===== src/rtl/clock_pkg.sv =====
// -----------------------------------------------------------------------------
// clock_pkg
// Shared definitions for the digital clock: edit-state encoding (also decoded
// by the display driver through edit_field) and the time field limits.
// -----------------------------------------------------------------------------
package clock_pkg;

    typedef enum logic [1:0] {
        RUN   = 2'd0,
        SET_H = 2'd1,
        SET_M = 2'd2,
        SET_S = 2'd3
    } state_e;

    localparam int HOUR_MAX = 23;
    localparam int MIN_MAX  = 59;
    localparam int SEC_MAX  = 59;

    // Edit-state order followed on each mode pulse.
    function automatic state_e next_state(input state_e s);
        case (s)
            RUN:     next_state = SET_H;
            SET_H:   next_state = SET_M;
            SET_M:   next_state = SET_S;
            default: next_state = RUN;
        endcase
    endfunction

endpackage


===== src/rtl/mod_counter.sv =====
// -----------------------------------------------------------------------------
// mod_counter
// Up/down counter over 0..MAX with wrap in both directions.
//   clk, rst : clock, asynchronous active-high reset (count -> 0)
//   inc, dec : step up / down; both together hold the count
//   count    : registered value
//   carry    : high while an up-step wraps MAX -> 0 (feeds the next field)
// -----------------------------------------------------------------------------
module mod_counter #(
    parameter int MAX = 59,
    parameter int W   = $clog2(MAX + 1)
) (
    input  logic         clk,
    input  logic         rst,
    input  logic         inc,
    input  logic         dec,
    output logic [W-1:0] count,
    output logic         carry
);

    localparam logic [W-1:0] MAX_V = W'(MAX);

    always_ff @(posedge clk or posedge rst) begin
        if (rst) begin
            count <= '0;
        end else if (inc && !dec) begin
            count <= (count == MAX_V) ? '0 : count + 1'b1;
        end else if (dec && !inc) begin
            count <= (count == '0) ? MAX_V : count - 1'b1;
        end
    end

    // Combinational so a full 23:59:59 rollover resolves in one cycle.
    assign carry = inc && !dec && (count == MAX_V);

endmodule


===== src/rtl/clock_set_ctrl.sv =====
// -----------------------------------------------------------------------------
// clock_set_ctrl
// Timekeeping and time-set controller. Runs HH:MM:SS from a 1 Hz prescaler and
// lets the user edit hours, minutes and seconds with mode/inc/dec pulses.
//   clk, rst            : clock, asynchronous active-high reset
//   btn_mode            : advance RUN -> SET_H -> SET_M -> SET_S -> RUN
//   btn_inc, btn_dec    : step the edited field (ignored in RUN)
//   hour/minute/second  : current time
//   edit_field          : 0 RUN, 1 hour, 2 minute, 3 second
//   blink               : blink phase of the edited field, 0 in RUN
//   sec_tick            : one-cycle pulse per running second
// Optional: define CLOCK_SET_TIMEOUT_EN to leave set mode after TIMEOUT_S idle
// seconds, keeping the edited values.
// -----------------------------------------------------------------------------
module clock_set_ctrl
    import clock_pkg::*;
#(
    parameter int CLK_HZ    = 50_000_000,
    parameter int BLINK_DIV = 4,
    parameter int TIMEOUT_S = 10
) (
    input  logic       clk,
    input  logic       rst,
    input  logic       btn_mode,
    input  logic       btn_inc,
    input  logic       btn_dec,
    output logic [4:0] hour,
    output logic [5:0] minute,
    output logic [5:0] second,
    output logic [1:0] edit_field,
    output logic       blink,
    output logic       sec_tick
);

    localparam int PW = $clog2(CLK_HZ);
    localparam logic [PW-1:0] PRESC_LAST = PW'(CLK_HZ - 1);

    localparam int BLINK_PER = (CLK_HZ / BLINK_DIV < 1) ? 1 : CLK_HZ / BLINK_DIV;
    localparam int BW        = (BLINK_PER > 1) ? $clog2(BLINK_PER) : 1;
    localparam logic [BW-1:0] BLINK_LAST = BW'(BLINK_PER - 1);

    state_e        state;
    logic [PW-1:0] presc;
    logic [BW-1:0] blink_cnt;

    logic run, edit_ok, tick, any_btn, timeout_hit;
    logic sec_inc, sec_dec, min_inc, min_dec, hour_inc, hour_dec;
    logic sec_carry, min_carry, unused_hour_carry;

    assign run     = (state == RUN);
    assign edit_ok = !run && !btn_mode;   // mode wins over inc/dec
    assign tick    = run && (presc == PRESC_LAST);
    assign any_btn = btn_mode || btn_inc || btn_dec;

    // Running: carry chain. Editing: only the selected field moves.
    assign sec_inc  = run ? tick      : (state == SET_S) && edit_ok && btn_inc;
    assign sec_dec  =                   (state == SET_S) && edit_ok && btn_dec;
    assign min_inc  = run ? sec_carry : (state == SET_M) && edit_ok && btn_inc;
    assign min_dec  =                   (state == SET_M) && edit_ok && btn_dec;
    assign hour_inc = run ? min_carry : (state == SET_H) && edit_ok && btn_inc;
    assign hour_dec =                   (state == SET_H) && edit_ok && btn_dec;

    mod_counter #(.MAX(SEC_MAX), .W(6)) u_sec (
        .clk(clk), .rst(rst), .inc(sec_inc), .dec(sec_dec),
        .count(second), .carry(sec_carry)
    );

    mod_counter #(.MAX(MIN_MAX), .W(6)) u_min (
        .clk(clk), .rst(rst), .inc(min_inc), .dec(min_dec),
        .count(minute), .carry(min_carry)
    );

    mod_counter #(.MAX(HOUR_MAX), .W(5)) u_hour (
        .clk(clk), .rst(rst), .inc(hour_inc), .dec(hour_dec),
        .count(hour), .carry(unused_hour_carry)
    );

`ifdef CLOCK_SET_TIMEOUT_EN
    // Idle seconds in set mode, counted with a private divider because the
    // main prescaler is parked at 0 while editing.
    localparam int IW = $clog2(TIMEOUT_S + 1);
    localparam logic [IW-1:0] IDLE_LAST = IW'(TIMEOUT_S - 1);

    logic [PW-1:0] idle_div;
    logic [IW-1:0] idle_sec;

    assign timeout_hit = !run && !any_btn && (idle_div == PRESC_LAST) &&
                         (idle_sec == IDLE_LAST);

    always_ff @(posedge clk or posedge rst) begin
        if (rst) begin
            idle_div <= '0;
            idle_sec <= '0;
        end else if (run || any_btn || timeout_hit) begin
            idle_div <= '0;
            idle_sec <= '0;
        end else if (idle_div == PRESC_LAST) begin
            idle_div <= '0;
            idle_sec <= idle_sec + 1'b1;
        end else begin
            idle_div <= idle_div + 1'b1;
        end
    end
`else
    logic unused_timeout;
    assign unused_timeout = (TIMEOUT_S > 0);
    assign timeout_hit    = 1'b0;
`endif

    always_ff @(posedge clk or posedge rst) begin
        if (rst) begin
            state     <= RUN;
            presc     <= '0;
            sec_tick  <= 1'b0;
            blink     <= 1'b0;
            blink_cnt <= '0;
        end else begin
            sec_tick <= tick;
            if (run) begin
                blink     <= 1'b0;
                blink_cnt <= '0;
                if (btn_mode) begin
                    state <= SET_H;
                    presc <= '0;
                end else begin
                    presc <= tick ? '0 : presc + 1'b1;
                end
            end else begin
                // Held at 0 so the first second after exit is a full one.
                presc <= '0;
                if (btn_mode || timeout_hit) begin
                    state <= btn_mode ? next_state(state) : RUN;
                    if (timeout_hit || state == SET_S) begin
                        blink     <= 1'b0;
                        blink_cnt <= '0;
                    end else if (blink_cnt == BLINK_LAST) begin
                        blink     <= ~blink;
                        blink_cnt <= '0;
                    end else begin
                        blink_cnt <= blink_cnt + 1'b1;
                    end
                end else if (btn_inc || btn_dec) begin
                    // Show the value just edited, restart the blink period.
                    blink     <= 1'b1;
                    blink_cnt <= '0;
                end else if (blink_cnt == BLINK_LAST) begin
                    blink     <= ~blink;
                    blink_cnt <= '0;
                end else begin
                    blink_cnt <= blink_cnt + 1'b1;
                end
            end
        end
    end

    assign edit_field = state;

endmodule


===== config.mk =====
export PLATFORM = sky130hd
export DESIGN_NAME = clock_set_ctrl
export DESIGN_NICKNAME = d
export VERILOG_FILES = /design/src/rtl/clock_pkg.sv /design/src/rtl/mod_counter.sv /design/src/rtl/clock_set_ctrl.sv
export SDC_FILE = /design/constraint.sdc
export NUM_CORES = 1
export LEC_CHECK = 0
export ABC_AREA = 1
export CAP_MARGIN = 20
export CELL_PAD_IN_SITES_DETAIL_PLACEMENT = 0
export CELL_PAD_IN_SITES_GLOBAL_PLACEMENT = 1
export CORE_UTILIZATION = 49
export CTS_BUF_LIST = sky130_fd_sc_hd__clkbuf_8
export CTS_CLUSTER_DIAMETER = 200
export DETAILED_ROUTE_END_ITERATION = 16
export GPL_ROUTABILITY_DRIVEN = 0
export HOLD_SLACK_MARGIN = 0.15
export PLACE_DENSITY = 0.9
export SETUP_SLACK_MARGIN = 0.4
export SYNTH_ARGS = -nofsm -noshare
export SYNTH_HDL_FRONTEND = slang
export SYNTH_SLANG_ARGS = --single-unit

===== constraint.sdc =====
create_clock -name clk -period 6.2 [get_ports clk]
set_input_delay 1.86 -clock clk [delete_from_list [all_inputs] [get_ports clk]]
set_output_delay 1.86 -clock clk [all_outputs]
set_load 0.05 [all_outputs]

==> results_dict.tcl <==
set metrics [dict create \
    final_cell_mix "nand2_1 (163), nor2_1 (129), inv_1 (84), dfrtp_1 (71), nand3_1 (50)" \
    cts_setup_buffers 0 \
    dr.pass1.iters 5 \
    areaGrowthSynthToFinish_pct 12.07 \
    worst_pin_slew_ps 708.3 \
    grt_pass1_vias 3943 \
    synth_area_leaders "dfrtp_1 (38%), nand2_1 (13%), nor2_1 (10%), inv_1 (6.7%), nand3_1 (5.4%)" \
    die_w_um 99.45 \
    reg2reg_depth 20 \
    wirelength_um 10500 \
    syn_inst 668 \
    fin_crit_sh 0.7682 \
    fin_hold_ws_ps 491.4 \
    clk_pin_slew_ps 80 \
    initial_core_util 0.5036 \
    drive_above_1_share 0.05983 \
    setup-tns-final_ps 0 \
    core_region_area_um2 9240 \
    syn_avg_cell_area_um2 6.966 \
    cts.htree.levels 3 \
    pre_cts_ws_ps 1102 \
    clk_path_buf_depth 2 \
    ys_seq_area_frac 0.3818 \
    cts.sinks 71 \
    cp-end-kind "register" \
    fin_worst_skew_ps 14.10 \
    wl_per_cell_um 12.63 \
    root_buffer "clkbuf_8" \
    cts_buffers 9 \
    switching_share 0.4599 \
    yosys_register_bits 71 \
    dp_hpwl_um 7832 \
    drt-initial-drc-count 171 \
    nets 719 \
    p_clk_frac 0.200 \
    r2r_start "edit_field[0]" \
    power.internal_mw 1.004 \
    die_y_um 99.45 \
    final_area_um2 5215 \
    vias 4206 \
    layout_commonest_cell "nand2_1" \
    startpoint_type "input pin" \
    finalSetupViolCount 0 \
    worst_slack_ps 1437 \
    total_power_mw 1.858 \
    required_ps 6440 \
    powerDensity_nw_per_um2 356.3 \
    max-vdd-ir-drop_v 0.0003121 \
    via_per_inst 5.061 \
    syn-cell-area_um2 4653 \
    placed_area_um2 5025 \
    yosys_warnings 0 \
    numPortBuffers 25 \
    rows 35 \
    grt_pass1_wl_um 18330 \
    maxSlewViolCount 0 \
    ctsHoldBuffers 0 \
    critPathKind "in2reg" \
    drtAntennaViolNets 0 \
    cts_tree "yes" \
    antenna_found_initial 0 \
    maxClockFrequency_mhz 210.0 \
    min-delay-path-class "reg2reg" \
    max_cap_viol_count 0 \
    seqPwrFrac 0.350 \
    ys_types 33 \
    rsz0062_at_grt "no" \
    cp.arrival_ps 5000 \
    r2r_end "u_hour.count[2]" \
    cts.repair.resized 0 \
    post-synth-top-area-cell "dfrtp_1" \
    r2r_setup_slack_ps 2560 \
    worstHoldEndpoint "presc[0]" \
    track_usage 0.2308 \
    crit_path_max_fanout 10 \
    finalHoldViolations 0 \
    dieArea_um2 9890 \
    clkLatencyLatePin_ps 340 \
    min_path_cells 1 \
    overflow 0 \
    p_leak_nw 2.345 \
    slew_headroom 0.5271 \
    period_minus_slack_ps 4763 \
    status "finished clean" \
    p_sw_uw 854.5 \
    synth_top_area_frac 0.3818 \
    top_level_ports 26 \
    drc 0 \
    combinationalPowerShare 0.450 \
    synth_nets 690 \
    antenna_cells 0 \
    holdCritStartpoint "presc[0]" \
    grt_max_degree 41 \
]
[cell type report]
cell class,instances,area (µm²)
Multi-Input combinational cell,503,2497
Clock buffer,10,137.6
Clock inverter,6,52.55
Fill cell,887,4025
Inverter,85,324.1
Tap cell,129,161.4
Sequential cell,71,1777
Timing Repair Buffer,27,265.3
[worst max-delay path, stage by stage]
cell             delay, ps
clkdlybuf4s50_1        390
buf_4                  170
nor2_1                 300
nand3_1                110
nand2_1                 90
ha_1                   260
nand2_1                120
o21ai_0                200
ha_1                   210
inv_1                  120
o31ai_1                260
ha_1                   340
inv_1                  120
a21oi_1                130
o21ai_0                110
xor2_1                 140
inv_1                   50
[cells in the mapped netlist]
cell,count
a21oi_1,20
a31oi_1,1
and3_1,1
buf_2,5
buf_4,1
buf_8,1
clkbuf_1,2
dfrtp_1,71
ha_1,17
inv_1,83
inv_2,1
inv_6,1
nand2_1,163
nand2_2,4
nand3_1,50
nand3_2,1
nand3b_1,2
nand4_1,14
nor2_1,129
nor2_2,12
nor2_4,4
nor3_1,22
nor3_4,1
nor3b_1,1
nor4_1,3
o211ai_1,1
o21ai_0,22
o21bai_1,2
o22ai_1,1
o31ai_1,1
or2_2,1
xnor2_1,4
xor2_1,26
[stage by stage]
step           cells    util
3_3_place_gp     815  0.5438
5_1_grt          831  0.5644
2_1_floorplan    668       -
4_1_cts          831  0.5644
6_report         831  0.5644
3_5_place_dp     815  0.5438
[worst max path at each step]
stage | from | endpoint | slack (ps) | cells after the start
floorplan | btn_mode | u_hour.count[2] | 1800 | 17
global placement | btn_mode | u_hour.count[2] | 1220 | 17
detailed placement | btn_mode | u_hour.count[2] | 1100 | 17
CTS | btn_mode | u_hour.count[2] | 1460 | 17
global route | btn_mode | u_hour.count[2] | 1080 | 17
finish | btn_mode | u_hour.count[2] | 1440 | 17
[power by group through the flow]
stage	logic [mW]	registers, mW	clock network (mW)
2_1_floorplan	0.440	0.825	0
3_3_place_gp	0.829	0.657	0
3_5_place_dp	0.840	0.658	0
4_1_cts	0.842	0.650	0.379
5_1_grt	0.930	0.667	0.399
6_report	0.836	0.650	0.371
[layer usage]
| metal | vias to the layer above | part of all wire | global-route usage |
|---|---|---|---|
| met5 | - | 0 | 0 |
| met4 | 0 | 0.013 | 0.07127 |
| met3 | 12 | 0.025 | 0.02811 |
| met2 | 61 | 0.47 | 0.3803 |
| met1 | 1968 | 0.49 | 0.3191 |
| li1 | 2165 | - | - |
[registers in the layout, summed over array words and instances (netlist names)]
signal	cells
presc	26
blink_cnt	24
u_min.count	6
u_sec.count	6
u_hour.count	5
edit_field	2
blink	1
sec_tick	1
[kinds of logic after synthesis]
group / Yosys count / synth area share
AOI/OAI and AO/OA: 48 / 0.05432
xor gates and xnor gates: 30 / 0.05647
adders and majority gates: 17 / 0.04571
buffers and inverters: 94 / 0.08147
DFF: 71 / 0.3818
and+or+nand+nor: 408 / 0.3802
No activity file was read; power rests on OpenSTA's default activity.
